==> src/rtl/lstm_h_out_pkg.sv <==
// Shared Q-format constants, data/index typedefs and stage bundles
// for the LSTM hidden-output stage.
package lstm_h_out_pkg;

   localparam int LSTM_D_WL = 16;
   localparam int LSTM_D_FL = 12;
   localparam int LSTM_HID  = 32;
   localparam int LSTM_AW   = 5;

   typedef logic signed [LSTM_D_WL-1:0] data_t;
   typedef logic [LSTM_D_WL-1:0]        word_t;
   typedef logic [LSTM_AW-1:0]          idx_t;

   localparam word_t ONE     = word_t'(1 << LSTM_D_FL);
   localparam word_t HALF    = word_t'(1 << (LSTM_D_FL - 1));
   localparam word_t QUARTER = word_t'(1 << (LSTM_D_FL - 2));
   localparam word_t TWO     = word_t'(1 << (LSTM_D_FL + 1));

   localparam word_t MAX_POS  = word_t'((1 << (LSTM_D_WL - 1)) - 1);
   localparam word_t MOST_NEG = word_t'(1 << (LSTM_D_WL - 1));

   typedef struct packed {
      logic  vld;
      data_t c;
      data_t o;
      idx_t  idx;
   } s1_t;

   typedef struct packed {
      logic  vld;
      data_t t;
      data_t o;
      idx_t  idx;
   } s2_t;

endpackage

==> src/rtl/lstm_h_out_tanh_pwl.sv <==
// Combinational shift-only piecewise-linear tanh in Q.D_FL.
// Works on |x| and restores the sign afterwards.
module tanh_pwl
   import lstm_h_out_pkg::*;
(
   input  data_t x,
   output data_t y
);

   word_t a;
   word_t t;

   always_comb begin
      // Negating the most-negative code would overflow, so clamp it.
      if (word_t'(x) == MOST_NEG) begin
         a = MAX_POS;
      end else if (x[LSTM_D_WL-1]) begin
         a = word_t'(-x);
      end else begin
         a = word_t'(x);
      end

      if (a < HALF) begin
         t = a;
      end else if (a < ONE) begin
         t = (a >> 1) + QUARTER;
      end else if (a < TWO) begin
         t = (a >> 2) + HALF;
      end else begin
         t = ONE;
      end

      y = x[LSTM_D_WL-1] ? data_t'(-t) : data_t'(t);
   end

endmodule

==> src/rtl/lstm_h_out.sv <==
// LSTM hidden output h = o * tanh(c), three-stage pipeline, plus the
// next-timestep cell buffer (built only when LSTM_H_CBUF_EN is defined).
module lstm_h_out
   import lstm_h_out_pkg::*;
#(
   parameter int D_WL = LSTM_D_WL,
   parameter int D_FL = LSTM_D_FL,
   parameter int HID  = LSTM_HID,
   parameter int AW   = LSTM_AW
) (
   input  logic            clk,
   input  logic            rst_n,
   input  logic            c_valid,
   input  logic [D_WL-1:0] c_in,
   input  logic [D_WL-1:0] g_o,
   input  logic            idx_clr,
   input  logic            c_rd_en,
   input  logic [AW-1:0]   c_rd_addr,
   output logic [D_WL-1:0] c_rd_data,
   output logic            h_valid,
   output logic [D_WL-1:0] h_out,
   output logic [AW-1:0]   h_idx,
   output logic            frame_done
);

   idx_t  idx_q, idx_d, idx_cur;
   s1_t   s1_q, s1_d;
   s2_t   s2_q, s2_d;
   logic  h_valid_q, h_valid_d;
   data_t h_q, h_d;
   idx_t  h_idx_q, h_idx_d;
   logic  frame_done_q, frame_done_d;
   data_t t;
   logic [2*D_WL-1:0] prod;

   tanh_pwl u_tanh (
      .x (s1_q.c),
      .y (t)
   );

   always_comb begin
      idx_cur = idx_clr ? '0 : idx_q;
      idx_d   = idx_cur;
      if (c_valid) begin
         idx_d = (idx_cur == idx_t'(HID - 1)) ? '0 : idx_cur + 1'b1;
      end

      s1_d.vld = c_valid;
      s1_d.c   = c_in;
      s1_d.o   = g_o;
      s1_d.idx = idx_cur;

      s2_d.vld = s1_q.vld;
      s2_d.t   = t;
      s2_d.o   = s1_q.o;
      s2_d.idx = s1_q.idx;

      // Sign-extended operands give the exact low 2*D_WL product bits.
      prod = {{D_WL{s2_q.o[D_WL-1]}}, s2_q.o} *
             {{D_WL{s2_q.t[D_WL-1]}}, s2_q.t};

      h_d          = prod[D_FL+D_WL-1:D_FL];
      h_valid_d    = s2_q.vld;
      h_idx_d      = s2_q.idx;
      frame_done_d = s2_q.vld && (s2_q.idx == idx_t'(HID - 1));
   end

   always_ff @(posedge clk) begin
      if (!rst_n) begin
         idx_q        <= '0;
         s1_q         <= '0;
         s2_q         <= '0;
         h_valid_q    <= 1'b0;
         h_q          <= '0;
         h_idx_q      <= '0;
         frame_done_q <= 1'b0;
      end else begin
         idx_q        <= idx_d;
         s1_q         <= s1_d;
         s2_q         <= s2_d;
         h_valid_q    <= h_valid_d;
         h_q          <= h_d;
         h_idx_q      <= h_idx_d;
         frame_done_q <= frame_done_d;
      end
   end

   assign h_valid    = h_valid_q;
   assign h_out      = h_q;
   assign h_idx      = h_idx_q;
   assign frame_done = frame_done_q;

`ifdef LSTM_H_CBUF_EN
   data_t cbuf_q [HID];
   data_t cbuf_d [HID];
   data_t rd_q, rd_d;

   always_comb begin
      cbuf_d = cbuf_q;
      if (c_valid) begin
         cbuf_d[idx_cur] = c_in;
      end
      // Reads see cbuf_q, so a same-address write is not yet visible.
      rd_d = c_rd_en ? cbuf_q[c_rd_addr] : rd_q;
   end

   always_ff @(posedge clk) begin
      if (!rst_n) begin
         cbuf_q <= '{default: '0};
         rd_q   <= '0;
      end else begin
         cbuf_q <= cbuf_d;
         rd_q   <= rd_d;
      end
   end

   assign c_rd_data = rd_q;
`else
   logic unused_rd;
   assign unused_rd = ^{c_rd_en, c_rd_addr};
   assign c_rd_data = '0;
`endif

endmodule

==> config.mk <==
export PLATFORM = sky130hd
export DESIGN_NAME = lstm_h_out
export DESIGN_NICKNAME = d
export VERILOG_FILES = /design/src/rtl/lstm_h_out_pkg.sv /design/src/rtl/lstm_h_out_tanh_pwl.sv /design/src/rtl/lstm_h_out.sv
export SDC_FILE = /design/constraint.sdc
export NUM_CORES = 1
export LEC_CHECK = 0
export BUFFER_PORTS_ARGS = -buffer_cell sky130_fd_sc_hd__buf_2
export CORE_AREA = 2 2 147 221
export CTS_BUF_LIST = sky130_fd_sc_hd__clkbuf_4
export DETAILED_ROUTE_END_ITERATION = 8
export DIE_AREA = 0 0 149 223
export SLEW_MARGIN = 20
export SYNTH_ARGS = -nofsm -noshare
export SYNTH_HDL_FRONTEND = slang
export SYNTH_SLANG_ARGS = --single-unit
export TNS_END_PERCENT = 1
==> constraint.sdc <==
create_clock -name clk -period 7.5 [get_ports clk]
set_input_delay 1.5 -clock clk [delete_from_list [all_inputs] [get_ports clk]]
set_output_delay 1.5 -clock clk [all_outputs]
set_load 0.1 [all_outputs]
# Word-level counts from Yosys, hierarchy flattened
# Index checks and enable logic that the tools add are counted.
[op_classes]
mul = 1
add_sub_neg = 5
n_mux = 9
n_lt_le_gt_ge = 3
eq_ne = 3
reduce_logical = 1
[ops]
columns = ["operator", "n"]
rows = [
  ["16-bit two-way mux", 6],
  ["16-bit negation", 2],
  ["16-bit by 16-bit multiplier with 28-bit output", 1],
  ["15-bit by 11-bit adder with 16-bit output (second input constant)", 1],
  ["16-bit == test (second input constant)", 1],
  ["16-bit by 12-bit less-than comparator with 1-bit output (second input constant)", 1],
  ["16-bit by 13-bit less-than comparator with 1-bit output (second input constant)", 1],
  ["16-bit by 14-bit less-than comparator with 1-bit output (second input constant)", 1],
  ["14-bit by 12-bit adder with 15-bit output (second input constant)", 1],
  ["5-bit two-way mux", 3],
  ["5-bit == test (second input constant)", 2],
  ["5-bit by 1-bit adder with 5-bit output (second input constant)", 1],
  ["1-bit logical AND", 1],
]
[totals]
elab_cells = 35
in_bits = 42
register_bits = 104
out_inout_bits = 39

# Longest topological paths before layout
[logic_depth]
word_depth = 9
mapped_depth = 23
depth_no_buf = 22

# By module
# Synthesis repeated with hierarchy kept, for this count alone.
[hier_totals]
cells_unflattened = 1456
area_unflattened_um2 = 13151.4
[modules_own_cells]
columns = ["module", "seq_area_each_um2", "cells_each", "area_per_inst_um2", "instances"]
rows = [
  ["lstm_h_out", 2082.0, 1263, 11843.9, 1],
  ["tanh_pwl", 0.0, 193, 1307.5, 1],
]

# Worst setup path after synthesis
# No wires, ideal clock.
[synth_timing]
path_kind = "reg-to-reg"
from = "register s2_q[22] in the netlist's numbering"
to = "register h_q[13], in the netlist h_out[13]"
path_stages_with_launch = 21
arrival_ns = 5.790
t_required_ns = 7.368
n_path_buf = 1
setup_slack_ns = 1.578
setup_ns = 0.132
period_less_slack_ns = 5.922
cell_sequence = "dfxtp_1 -> clkbuf_1 -> nand2_1 -> fa_1 -> fa_1 -> inv_1 -> fa_1 -> inv_1 -> fa_1 -> inv_1 -> fa_1 -> fa_1 -> ha_1 -> a211oi_1 -> inv_1 -> a211oi_1 -> o221ai_1 -> a211oi_1 -> o21bai_1 -> a211oi_1 -> nor3_1"
[synth_via]
elab_chain_cells = 1
[synth_lines]
columns = ["element", "line", "rtl"]
rows = [
  ["from (decl)", "lstm_h_out.sv:28", "s2_t s2_q, s2_d;"],
  ["from (signal assigned)", "lstm_h_out.sv:72", "s2_q <= '0;"],
  ["from (signal assigned)", "lstm_h_out.sv:80", "s2_q <= s2_d;"],
  ["16-bit by 16-bit multiplier with 28-bit output", "lstm_h_out.sv:59", "prod = {{D_WL{s2_q.o[D_WL-1]}}, s2_q.o} *"],
  ["to (signal assigned)", "lstm_h_out.sv:74", "h_q <= '0;"],
  ["to (signal assigned)", "lstm_h_out.sv:82", "h_q <= h_d;"],
  ["to (decl)", "lstm_h_out.sv:30", "data_t h_q, h_d;"],
]
# No other way between the ends.
# A chain may end at the register's enable or synchronous reset.

# Final worst setup path
[layout_timing]
from = "register s2_q[12] in the netlist's numbering"
to = "register h_q[13], in the netlist h_out[13]"
# The elaborated chain is that of the path after synthesis.

==> flow_summary.yaml <==
routing:
  met2_length_um: 16490
  wirelength_met1_um: 11150
  wl_per_cell_um: 15.89
  drt_wl_total_um: 30070
  drc_errors: 0
  drt_first_pass_iters: 5
  drtAntennaViolNets: 0
  wl_met3_um: 864
  first_iter_violations: 348
  num_vias: 9475
  top_layer: "met4"
  vias_per_cell: 5.008
run_status:
  status: "finished, final reports clean"
sta:
  hold_violations: 0
  hold_ws_ns: 0.4474
  fmax_mhz: 141.9
  final_max_slew_viol_count: 0
  relSlewSlack_pct: 35.12
  skew_ns: 0.02744
  finalSetupTns_ns: 0
  rsz0062_at_grt: "no"
  worst_slew_pin_slew_ns: 0.9732
  timing.final.crit_share_pct: 93.98
  finalCriticalPeriod_ns: 7.049
  setup-violations-final: 0
placed_design:
  post-dp-hpwl_um: 24060
  gp_congestion: 0.9032
  io_buffers: 58
  place_inst: 1875
setup_path:
  crit_chain: "and2_1 > fa_1 > inv_1 > fa_1 > inv_1 > fa_1 > inv_1 > fa_1 > inv_1 > fa_1 > fa_1 > ha_1 > a211oi_1 > inv_1 > a211oi_1 > o221ai_1 > a211oi_1 > o21bai_1 > a211oi_1 > nor3_1"
  critPathKind: "reg2reg"
  required_ns: 7.89
  max_stage_delay_ns: 0.62
  cp-start-kind: "flip-flop"
  cp.buffers_inverters: 5
  r2r_start: "s2_q[12]"
  crit_top_cell: "fa_1"
  reg2regPathDepth: 20
  r2r-end: "h_out[13]"
  cp_max_fo: 16
  crit_path_top_delay_cell: "dfxtp_1"
  end_kind: "flip-flop"
  r2r_setup_slack_ns: 0.45
  cp.arrival_ns: 7.44
  path_delay_family: "adder cells"
clock_tree:
  clock_path_buffers: 2
  postCtsSetupRepairBufs: 0
  clkSinkCount: 104
  cts-root-buf: "clkbuf_4"
  clkLatencyLatePin_ns: 0.52
  cts_hold_buf: 0
  h-tree-depth: 3
  cts_buffers: 9
  post_cts_resized: 0
  cts_tree: "yes"
  clk_pin_slew_ns: 0.20
synth:
  synth-seq-cells: 104
  yosysUniqueCellTypes: 74
  syn_area_um2: 12990
  synth_edf_count: 0
  synthCells: 1438
  synth_simple_gate_area_share_pct: 20.06
  synth_top_family_by_area: "adder cells"
  synth_mux_area_share_pct: 1.300
  synth_xor_area_share_pct: 2.832
  dominantRegCellSynth: "dfxtp_1"
  ys_seq_area_share_pct: 16.03
  avgSynthCellArea_um2: 9.032
  async_flop_share_pct: 0
  synth_compound_area_share_pct: 5.992
  yosysWarningCount: 0
  synth_fa_ha_area_share_pct: 42.85
hold_path:
  whs_path_depth: 2
  hp-start: "h_valid_d"
  hold_class: "reg2reg"
  min_to: "frame_done"
grt:
  track_usage_pct: 19.28
  antenna_found_initial: 1
  grt_pass1_wl_um: 50100
  first_global_vias: 10240
  grt_overflow: 0
  grt_max_degree: 84
finish:
  nets: 1826
  fillers: 3139
  final_cell_mix: "inv_1 (284), fa_1 (228), and2_1 (172)"
  stdcell_count: 1892
  layout_commonest_cell: "inv_1"
  area_growth_syn_to_layout_pct: 6.541
  drive_gt1_share_pct: 8.508
pwr:
  peakVddDrop_v: 0.0001160
  p_total_mw: 1.794
  power_density_nw_per_um2: 129.6
  power_leakage_nw: 6.751
floorplanning:
  die_y_um: 223
  pin_count: 81
  dieArea_um2: 33230
  core_um2: 31430
  die_w_um: 149
  rows: 80
  start_util_pct: 41.33
run:
  maxCapViolations: 0
[cells in the mapped netlist (3+ instances only)]
master | count | area share (%)
a211oi_1 | 7 | 0.40
a21o_1 | 4 | 0.23
a21oi_1 | 23 | 0.89
a31oi_1 | 10 | 0.48
a41oi_1 | 5 | 0.34
and2_1 | 172 | 8.3
and3_1 | 6 | 0.29
buf_4 | 18 | 1.0
clkbuf_1 | 48 | 1.4
dfxtp_1 | 104 | 16
fa_1 | 228 | 35
ha_1 | 80 | 7.7
inv_1 | 284 | 8.2
mux2_2 | 3 | 0.26
mux2i_1 | 12 | 0.92
nand2_1 | 161 | 4.7
nand2b_1 | 13 | 0.63
nand3_1 | 22 | 0.85
nand4_1 | 7 | 0.34
nor2_1 | 58 | 1.7
nor2b_1 | 10 | 0.48
nor3_1 | 15 | 0.58
nor3_2 | 3 | 0.23
nor4_1 | 5 | 0.24
o211ai_1 | 4 | 0.23
o21ai_0 | 14 | 0.54
o21bai_1 | 4 | 0.23
o311ai_1 | 3 | 0.20
o31ai_1 | 6 | 0.35
or2_2 | 6 | 0.29
or3_1 | 7 | 0.34
or4_1 | 4 | 0.23
xnor2_1 | 32 | 2.2
xor2_1 | 10 | 0.67
[flip-flops by register name (all words and copies together), names as in the netlist]
signal	cells
h_valid_d	1
h_valid	1
h_idx	5
h_out	16
frame_done	1
s2_q	32
s1_q	38
h_idx_d	5
idx_q	5
[through the flow]
stage | setup WS [ns] | util, % | instance area [um2]
after floorplan | 1.578 | - | 13050
after global placement | 0.6043 | 43.55 | 13690
after detailed placement | 0.5670 | 43.55 | 13690
after CTS | 0.4799 | 44.00 | 13830
after global routing | 0.1177 | 44.03 | 13840
final | 0.4512 | 44.03 | 13840
[worst max path at each step]
stage,start,endpoint,slack [ns],cells after the start
after global placement,s2_q[12],h_out[13],0.60,20
after CTS,s2_q[12],h_out[13],0.48,20
after floorplan,s2_q[22],h_out[13],1.58,20
after detailed placement,s2_q[12],h_out[13],0.57,20
final,s2_q[12],h_out[13],0.45,20
after global routing,s2_q[12],h_out[13],0.12,20
[cell families (layout without fill, tap and decap cells)]
kind of cell             after synthesis  after routing
multiplexers                          16             16
AND/OR/NAND/NOR                      502            502
adder cells (fa/ha/maj)              308            308
flip-flops                           104            104
other                                  1             17
buffers and inverters                357            385
AO/OA/AOI/OAI                        108            108
XOR/XNOR                              42             42
[worst reg2reg max path: cells and delay by family (launching register included)]
kind            cells  cell delay, ns
compound gates      6            2.35
fa+ha+maj           7            3.31
flops               1            0.62
simple gates        2            0.37
buf+inv             5            0.28
[final cells by class]
class | count | area [um2] | share of cell area, %
Inverter | 287 | 1077 | 7.785
Antenna cell | 1 | 2.502 | 0.01808
Multi-Input combinational cell | 992 | 9552 | 69.02
Sequential cell | 104 | 2082 | 15.05
Tap cell | 410 | 513.0 | 3.707
Timing Repair Buffer | 82 | 470.5 | 3.400
Clock buffer | 9 | 67.56 | 0.4882
Clock inverter | 7 | 73.82 | 0.5335
[per-layer routing]
layer,track usage [%],vias to the layer above
met5,0,-
met4,10.48,0
met3,1.800,85
met2,36.09,201
met1,21.11,4743
li1,-,4446
[report_power, final]
group	total (mW)	leakage [nW]	internal (mW)	switching [mW]
Sequential	0.663	0.856	0.598	0.0647
Combinational	0.833	5.82	0.268	0.566
Clock	0.297	0.0773	0.0785	0.219
Power figures use the tool's default switching activity.
